`src/rtl/bingo_pick_commit.sv`:
```
// Validates a two-digit BCD entry as a Bingo call, offers good calls over valid/ready
// and records committed calls in a bitmap; bad entries produce a coded reject pulse.
//
// state   | meaning
// IDLE    | waiting for enter_pulse; entry register loads on it
// CHECK   | one cycle: range, BCD and duplicate check of the latched entry
// OFFER   | pick_valid held until pick_ready; further entries get a busy reject
module bingo_pick_commit #(
  parameter int MAX_NUM = 25
) (
  input  logic               clk,
  input  logic               rst_n,
  input  logic [7:0]         display_num,
  input  logic               enter_pulse,
  input  logic               clear_called,
  input  logic               pick_ready,
  output logic               pick_valid,
  output logic [6:0]         pick_num,
  output logic               reject_pulse,
  output logic [1:0]         reject_code,
  output logic [MAX_NUM-1:0] called_map,
  output logic [6:0]         called_count,
  output logic               all_called
);

  localparam logic [1:0] S_IDLE  = 2'd0;
  localparam logic [1:0] S_CHECK = 2'd1;
  localparam logic [1:0] S_OFFER = 2'd2;

  localparam logic [1:0] CODE_RANGE = 2'b01;
  localparam logic [1:0] CODE_DUP   = 2'b10;
  localparam logic [1:0] CODE_BUSY  = 2'b11;

  localparam logic [6:0]         MAX7    = 7'(MAX_NUM);
  localparam logic [MAX_NUM-1:0] MAP_ONE = {{(MAX_NUM-1){1'b0}}, 1'b1};

  logic [1:0]         state;
  logic [7:0]         entry;
  logic [3:0]         tens;
  logic [3:0]         ones;
  logic [6:0]         value;
  logic               bad_entry;
  logic               is_dup;
  logic [MAX_NUM-1:0] check_bit;
  logic [MAX_NUM-1:0] commit_bit;

  assign tens  = entry[7:4];
  assign ones  = entry[3:0];
  // tens*10 as tens*8 + tens*2, kept 7 bits wide
  assign value = {tens, 3'b000} + {2'b00, tens, 1'b0} + {3'b000, ones};

  assign bad_entry  = (tens > 4'd9) || (ones > 4'd9) || (value == 7'd0) || (value > MAX7);
  assign check_bit  = MAP_ONE << (value - 7'd1);
  assign is_dup     = |(called_map & check_bit);
  assign commit_bit = MAP_ONE << (pick_num - 7'd1);

  always_ff @(posedge clk or negedge rst_n) begin
    if (!rst_n) begin
      state        <= S_IDLE;
      entry        <= '0;
      pick_valid   <= 1'b0;
      pick_num     <= '0;
      reject_pulse <= 1'b0;
      reject_code  <= '0;
      called_map   <= '0;
      called_count <= '0;
      all_called   <= 1'b0;
    end else begin
      reject_pulse <= 1'b0;
      if (clear_called) begin
        state        <= S_IDLE;
        pick_valid   <= 1'b0;
        called_map   <= '0;
        called_count <= '0;
        all_called   <= 1'b0;
      end else begin
        case (state)
          S_IDLE: begin
            if (enter_pulse) begin
              entry <= display_num;
              state <= S_CHECK;
            end
          end
          S_CHECK: begin
            if (bad_entry) begin
              reject_pulse <= 1'b1;
              reject_code  <= CODE_RANGE;
              state        <= S_IDLE;
            end else if (is_dup) begin
              reject_pulse <= 1'b1;
              reject_code  <= CODE_DUP;
              state        <= S_IDLE;
            end else begin
              pick_valid <= 1'b1;
              pick_num   <= value;
              state      <= S_OFFER;
            end
          end
          S_OFFER: begin
            if (enter_pulse) begin
              reject_pulse <= 1'b1;
              reject_code  <= CODE_BUSY;
            end
            if (pick_ready) begin
              called_map   <= called_map | commit_bit;
              called_count <= called_count + 7'd1;
              all_called   <= (called_count == MAX7 - 7'd1);
              pick_valid   <= 1'b0;
              state        <= S_IDLE;
            end
          end
          default: state <= S_IDLE;
        endcase
      end
    end
  end

endmodule

```
`config.mk`:
```
export PLATFORM = sky130hd
export DESIGN_NAME = bingo_pick_commit
export DESIGN_NICKNAME = d
export VERILOG_FILES = /design/src/rtl/bingo_pick_commit.sv
export SDC_FILE = /design/constraint.sdc
export NUM_CORES = 1
export LEC_CHECK = 0
export BUFFER_PORTS_ARGS = -buffer_cell sky130_fd_sc_hd__clkbuf_2
export CAP_MARGIN = 30
export CORE_MARGIN = 2
export CORE_UTILIZATION = 56
export DETAILED_ROUTE_END_ITERATION = 6
export PLACE_DENSITY = 0.77
export SLEW_MARGIN = 15
export SYNTH_ARGS = -nofsm -noshare
export SYNTH_HDL_FRONTEND = slang
export SYNTH_SLANG_ARGS = --single-unit
export TNS_END_PERCENT = 100
```
`constraint.sdc`:
```
create_clock -name clk -period 5 [get_ports clk]
set_clock_uncertainty 0.15 [all_clocks]
set_input_delay 1 -clock clk [delete_from_list [all_inputs] [get_ports clk]]
set_output_delay 1 -clock clk [all_outputs]
set_load 0.01 [all_outputs]
```
==> results of run 1 <==
registers in the layout, summed over array words and instances, names as in the netlist:
| register | cells |
|---|---|
| pick_num | 7 |
| state | 2 |
| called_count | 7 |
| pick_valid | 1 |
| entry | 8 |
| reject_code | 2 |
| called_map | 25 |
| all_called | 1 |
| reject_pulse | 1 |
metal layers:
| metal | GRT usage [%] | vias to the layer above | share of wire (%) |
|---|---|---|---|
| li1 | - | 1325 | - |
| met1 | 35.4 | 1321 | 46 |
| met2 | 38.0 | 85 | 47 |
| met3 | 5.43 | 5 | 5.8 |
| met4 | 7.29 | 0 | 0.89 |
| met5 | 0 | - | 0 |
cells by family (layout without fill, tap and decap cells):
kind of cell    count (synthesis)  after routing
fa+ha+maj                      18             18
buf+inv                        31             85
simple gates                  128            128
compound gates                 77             77
mux                            16             16
xor+xnor                       17             17
flops                          54             54
stage by stage:
stage               setup WS (ns)  cell area, um^2  utilization, %
floorplan                    1.45             3210               -
global placement             1.22             3540            64.0
detailed placement           1.09             3540            64.0
CTS                          1.08             3630            65.6
global route                0.896             3630            65.6
finish                       1.09             3630            65.6
worst max-delay path: stages, from the launching register on:
cell	delay (ns)
dfrtp_1	0.38
inv_1	0.07
fa_1	0.53
inv_1	0.06
fa_1	0.88
xnor2_2	0.17
mux2i_1	0.15
o311ai_1	0.28
a211oi_1	0.13
or4b_4	0.62
a311oi_2	0.28
o22a_1	0.17
power breakdown:
group / switching (uW) / leakage [uW] / internal (uW) / total [uW]
registers: 79.8 / 0.000725 / 496 / 575
clock network: 152 / 0.0000441 / 98.9 / 251
logic: 718 / 0.000968 / 453 / 1170
cell type report:
cell class	instances	area share [%]
clock buffers	5	1.89
multi-input cells	256	47.8
flip-flops and latches	54	37.2
clock inverters	3	0.585
well taps	72	2.48
repair buffers	58	8.13
inverters	19	1.96
path summary, 6_finish.rpt:
path	from	endpoint	slack (ns)	cells after the start
setup / recovery	entry[3]	reject_code[1]	1.09	11
max in group asynchronous	rst_n	called_map[0]	3.57	2
min in group asynchronous	rst_n	reject_pulse	0.65	2
setup reg to reg	entry[3]	reject_code[1]	1.09	11
hold reg to reg	reject_code[0]	reject_code[0]	0.35	1
hold / removal	reject_code[0]	reject_code[0]	0.35	1
cell usage in the layout (no fill, tap or decap), drive strengths merged, types with 2 or more instances in the layout:
cell     netlist  final
a211oi         2      2
a21o           4      4
a21oi         35     35
a31o           3      3
and2           4      4
and3           4      4
buf            6      2
clkbuf         6     61
clkinv         0      2
dfrtp         54     54
fa             2      2
ha            16     16
inv           19     19
mux2           9      9
mux2i          7      7
nand2         15     15
nand2b         6      6
nand3         12     12
nand3b         2      2
nand4          6      6
nor2          43     43
nor2b          6      6
nor3          12     12
nor4           6      6
nor4bb         3      3
o211ai         2      2
o21a           3      3
o21ai          8      8
o22a           4      4
o2bb2ai        6      6
o311ai         2      2
or2            2      2
or3            4      4
or4b           2      2
xnor2          8      8
xor2           9      9
==> results_dict.tcl, run 1 <==
set metrics [dict create \
    antenna_cells 0 \
    yosys.area_share.simple_pct 20.4 \
    ctsLongestPathBuffers 2 \
    drc 0 \
    cts_inserted_buffers 5 \
    fmax_ghz 0.256 \
    root_buffer "clkbuf_8" \
    netlist_top_cells_area "dfrtp_1 (42%), ha_1 (6.2%), a21oi_1 (5.4%)" \
    port_buffers 56 \
    p_leak_uw 0.00174 \
    yosysMostFrequentCell "dfrtp_1" \
    routed_wl_um 7410 \
    fin_crit_ns 3.91 \
    grt_overflow 0 \
    core_area_mm2 0.00554 \
    synth_fp_nets 372 \
    ys_warn_count 0 \
    drv_cap 0 \
    worstPathRequired_ns 5.11 \
    antenna_found_initial 0 \
    grt_usage_pct 24.8 \
    place_inst 459 \
    final_cells 467 \
    tritoncts "yes" \
    drive_gt1_share_pct 21.8 \
    wl_per_cell_um 15.9 \
    cp-end-kind "flip-flop" \
    powerDensity_mw_per_mm2 550 \
    syn2layout_area_growth_pct 13.0 \
    crit_arrival_ns 4.02 \
    critPathMaxFanout 16 \
    synth_area_leader_cell "dfrtp_1" \
    fillCellCount 477 \
    cts.clk_slew.worst_paths_ns 0.10 \
    die_area_mm2 0.00636 \
    async_reset_ff_share_pct 100 \
    dp_hpwl_um 5440 \
    syn_inst 341 \
    place_congestion 0.966 \
    insertion_delay_ns 0.32 \
    p_total_uw 2000 \
    seq_area_mm2 0.00135 \
    whs_ns 0.347 \
    synth.distinct_cells 52 \
    grt_max_degree 55 \
    max_slew_margin_pct 36.7 \
    die_width_um 79.8 \
    cts.sinks 54 \
    grt_pass1_vias 2575 \
    initial_core_util_pct 58.0 \
    synth_top_area_share_pct 42.0 \
    cp-start-kind "flip-flop" \
    seq_area_frac_synth_pct 42.0 \
    postCtsSetupBuffers 0 \
    synth_enable_flop_cells 0 \
    ir_drop_uv 345 \
    drt_pass1_iterations 6 \
    report.final.slew_viol_count 0 \
    synth_seq_cells 54 \
    synth_compound_area_share_pct 15.6 \
    nets 425 \
    fin_crit_sh_pct 78.2 \
    final_hold_viol_count 0 \
    synthXorXnorAreaFrac_pct 5.10 \
    avgSynthCellArea_um2 9.43 \
    netlist_area_mm2 0.00321 \
    final.setup.tns_ns 0 \
    cts_hold_buf 0 \
    vias_per_cell 5.86 \
    routed-via-count 2736 \
    critical_path_class "reg2reg" \
    synth_commonest_cells "dfrtp_1 (54), nor2_1 (43), a21oi_1 (35), inv_1 (19), ha_1 (16)" \
    ys.flop_type "dfrtp_1" \
    rsz0062_at_grt "false" \
    drt_iter0_drc 229 \
    synthMuxAreaShare_pct 5.33 \
    setup_viol 0 \
    synth_top_family_by_area "simple AND/OR/NAND/NOR gates" \
    synthAdderAreaFrac_pct 7.47 \
    cts_resized 0 \
    worst_slew_pin_slew_ns 0.941 \
    multiInputGateArea_mm2 0.00174 \
    final_antenna_net_count 0 \
    hold_class "reg2reg" \
    ios 57 \
    die_h_um 79.8 \
    status "completed" \
    htree_levels 2 \
    grt_first_pass_wirelength_um 12300 \
    row_count 27 \
]
No activity file was read; power rests on OpenSTA's default activity.
==> run 2, diff against run 1 <==
- ABC_AREA: unset -> 1
- clock period: 5 -> 3.8 ns (I/O delays scaled with it)
==> results_dict.tcl, run 2 <==
set metrics [dict create \
    initial_core_util_pct 58.5 \
    ys.flop_type "dfrtp_1" \
    synth_seq_cells 54 \
    r2r_start "entry[2]" \
    netlist_area_mm2 0.00326 \
    final_cells 541 \
    place_congestion 1.00 \
    crit_arrival_ns 3.62 \
    cp_slowest_cell "fa_2" \
    final.setup.tns_ns 0 \
    final_cell_mix "nand2_1 (65), nor2_1 (60), clkbuf_2 (56), dfrtp_1 (54), inv_1 (47)" \
    cp-start-kind "flip-flop" \
    port_buffers 56 \
    grt_overflow 0 \
    ios 57 \
    grt_usage_pct 25.9 \
    cts_inserted_buffers 5 \
    nets 499 \
    synth_top_family_by_area "simple AND/OR/NAND/NOR gates" \
    drive_gt1_share_pct 21.1 \
    fillCellCount 492 \
    worstPathRequired_ns 3.86 \
    p_leak_uw 0.00191 \
    worst_slew_pin_slew_ns 0.817 \
    ir_drop_uv 384 \
    synth_fp_nets 441 \
    synthAdderAreaFrac_pct 7.36 \
    routed_wl_um 7670 \
    fmax_ghz 0.281 \
    tritoncts "yes" \
    ys_warn_count 0 \
    seq_area_frac_synth_pct 41.4 \
    core_area_mm2 0.00557 \
    yosysMostFrequentCell "nand2_1" \
    yosys.area_share.simple_pct 29.9 \
    vias_per_cell 5.51 \
    top_regs "called_map: 25 flops, entry: 8 flops" \
    final_hold_viol_count 0 \
    antenna_cells 0 \
    grt_max_degree 35 \
    synthMuxAreaShare_pct 1.04 \
    hold_class "reg2reg" \
    drt_pass1_iterations 5 \
    grt_pass1_vias 2839 \
    crit_chain "ha_1 > ha_1 > fa_2 > nor2_4 > nand2_2 > nor2_8 > nand3_4 > nand2_4 > nand3_2 > nor2_4 > nand4_1 > nand2_1 > inv_1 > nand2_1 > nor2_1 > nand2_1 > nand2_1 > nand2_1 > nand2_1 > nand2_2 > nand2_1 > nand2_1 > nand2_1" \
    rsz0062_at_grt "false" \
    htree_levels 2 \
    synthXorXnorAreaFrac_pct 1.61 \
    cp-end-kind "flip-flop" \
    drv_cap 0 \
    startpoint "entry[2]" \
    drc 0 \
    rrSetupSlack_ns 0.24 \
    die_h_um 80.3 \
    insertion_delay_ns 0.30 \
    synth_compound_area_share_pct 10.8 \
    die_area_mm2 0.00645 \
    fin_crit_ns 3.56 \
    crit_buf_inv 1 \
    row_count 27 \
    grt_first_pass_wirelength_um 13000 \
    report.final.slew_viol_count 0 \
    wl_per_cell_um 14.2 \
    critPathMostFrequentCell "nand2_1" \
    status "completed" \
    powerDensity_mw_per_mm2 728 \
    async_reset_ff_share_pct 100 \
    setup_viol 0 \
    synth_top_area_share_pct 41.4 \
    cp_top_family "simple AND/OR/NAND/NOR gates" \
    ctsLongestPathBuffers 2 \
    root_buffer "clkbuf_8" \
    cts.clk_slew.worst_paths_ns 0.09 \
    largest_reg_flops 25 \
    mostFrequentLayoutCell "nand2_1" \
    p_total_uw 2700 \
    worstHoldStart "reject_code[1]" \
    synth.distinct_cells 37 \
    critPathMaxFanout 6 \
    synth_commonest_cells "nand2_1 (65), nor2_1 (60), dfrtp_1 (54), inv_1 (47), a21oi_1 (36)" \
    synth_area_leader_cell "dfrtp_1" \
    antenna_found_initial 0 \
    cts_hold_buf 0 \
    syn2layout_area_growth_pct 13.7 \
    slowest_delay_ns 0.55 \
    max_slew_margin_pct 45.2 \
    synth_enable_flop_cells 0 \
    avgSynthCellArea_um2 7.96 \
    dp_hpwl_um 6050 \
    critical_path_class "reg2reg" \
    routed-via-count 2980 \
    netlist_top_cells_area "dfrtp_1 (41%), nand2_1 (7.5%), nor2_1 (6.9%)" \
    regMostFlops "called_map" \
    cts.sinks 54 \
    die_width_um 80.3 \
    place_inst 533 \
    syn_inst 410 \
    final_antenna_net_count 0 \
    fin_crit_sh_pct 93.8 \
    drt_iter0_drc 197 \
]
## run 2: changes by cell type after synthesis, moves of 7 or more
cell	change
nand2_1	+50
inv_1	+28
nor2_1	+17
nand3_1	+11
nand4_1	+10
mux2i_1	-7
o21ai_1	+7
## run 2: kinds of logic (layout without fill, tap and decap cells)
group	count (synthesis)	count (layout)
and+or+nand+nor	200	200
AOI/OAI and AO/OA	65	65
buffers and inverters	64	123
DFF	54	54
adders and majority gates	18	18
xor gates and xnor gates	6	6
muxes	3	3
## run 2: cell type report
class | count | area [um^2] | share of cell area, %
Clock inverter | 1 | 5.00 | 0.135
Tap cell | 72 | 90.1 | 2.43
Clock buffer | 7 | 86.3 | 2.33
Multi-Input combinational cell | 292 | 1660 | 44.7
Sequential cell | 54 | 1350 | 36.4
Timing Repair Buffer | 60 | 310 | 8.37
Inverter | 55 | 208 | 5.60
## run 2: timing repair
item                       in CTS  in global routing
hold endpoints to repair        0                  0
buffers inserted                0                  0
setup endpoints to repair       0                  9
resized for setup               0                  1
## run 2: final timing paths
check | cells after the start | endpoint
worst max-delay path | 23 | reject_code[0]
worst min-delay path | 2 | reject_code[1]
worst max register to register | 23 | reject_code[0]
worst min register to register | 2 | reject_code[1]
max in group asynchronous | 2 | called_map[7]
min in group asynchronous | 1 | state[0]
## run 2: tightest hold or removal path: stages, from the launching register on
cell     delay [ns]
dfrtp_1        0.36
nand2_1        0.06
nand2_1        0.05
## run 2: routing by layer
layer / track usage [%] / vias to the layer above / wire length [um]
met3: 4.72 / 9 / 416
met2: 43.4 / 82 / 3720
li1: - / 1468 / -
met1: 34.9 / 1421 / 3440
met4: 6.27 / 0 / 88
met5: 0 / - / 0
## run 2: report_power, final
part           leakage [uW]  internal [uW]  switching (uW)  total, uW
Combinational       0.00115            505            1110       1610
Sequential         0.000716            668            91.3        760
Clock             0.0000482            147             181        329
Total               0.00191           1320            1380       2700
## run 2: stage by stage
stage                     util [%]  area, um^2  setup WS, ns  hold slack [ns]
after global routing          66.5        3710      0.000118            0.369
final                         66.5        3710         0.237            0.335
after detailed placement      64.8        3610         0.147            0.314
after global placement        64.8        3610         0.243            0.308
after CTS                     66.5        3710         0.113            0.338
after floorplan                  -        3260         0.490            0.314
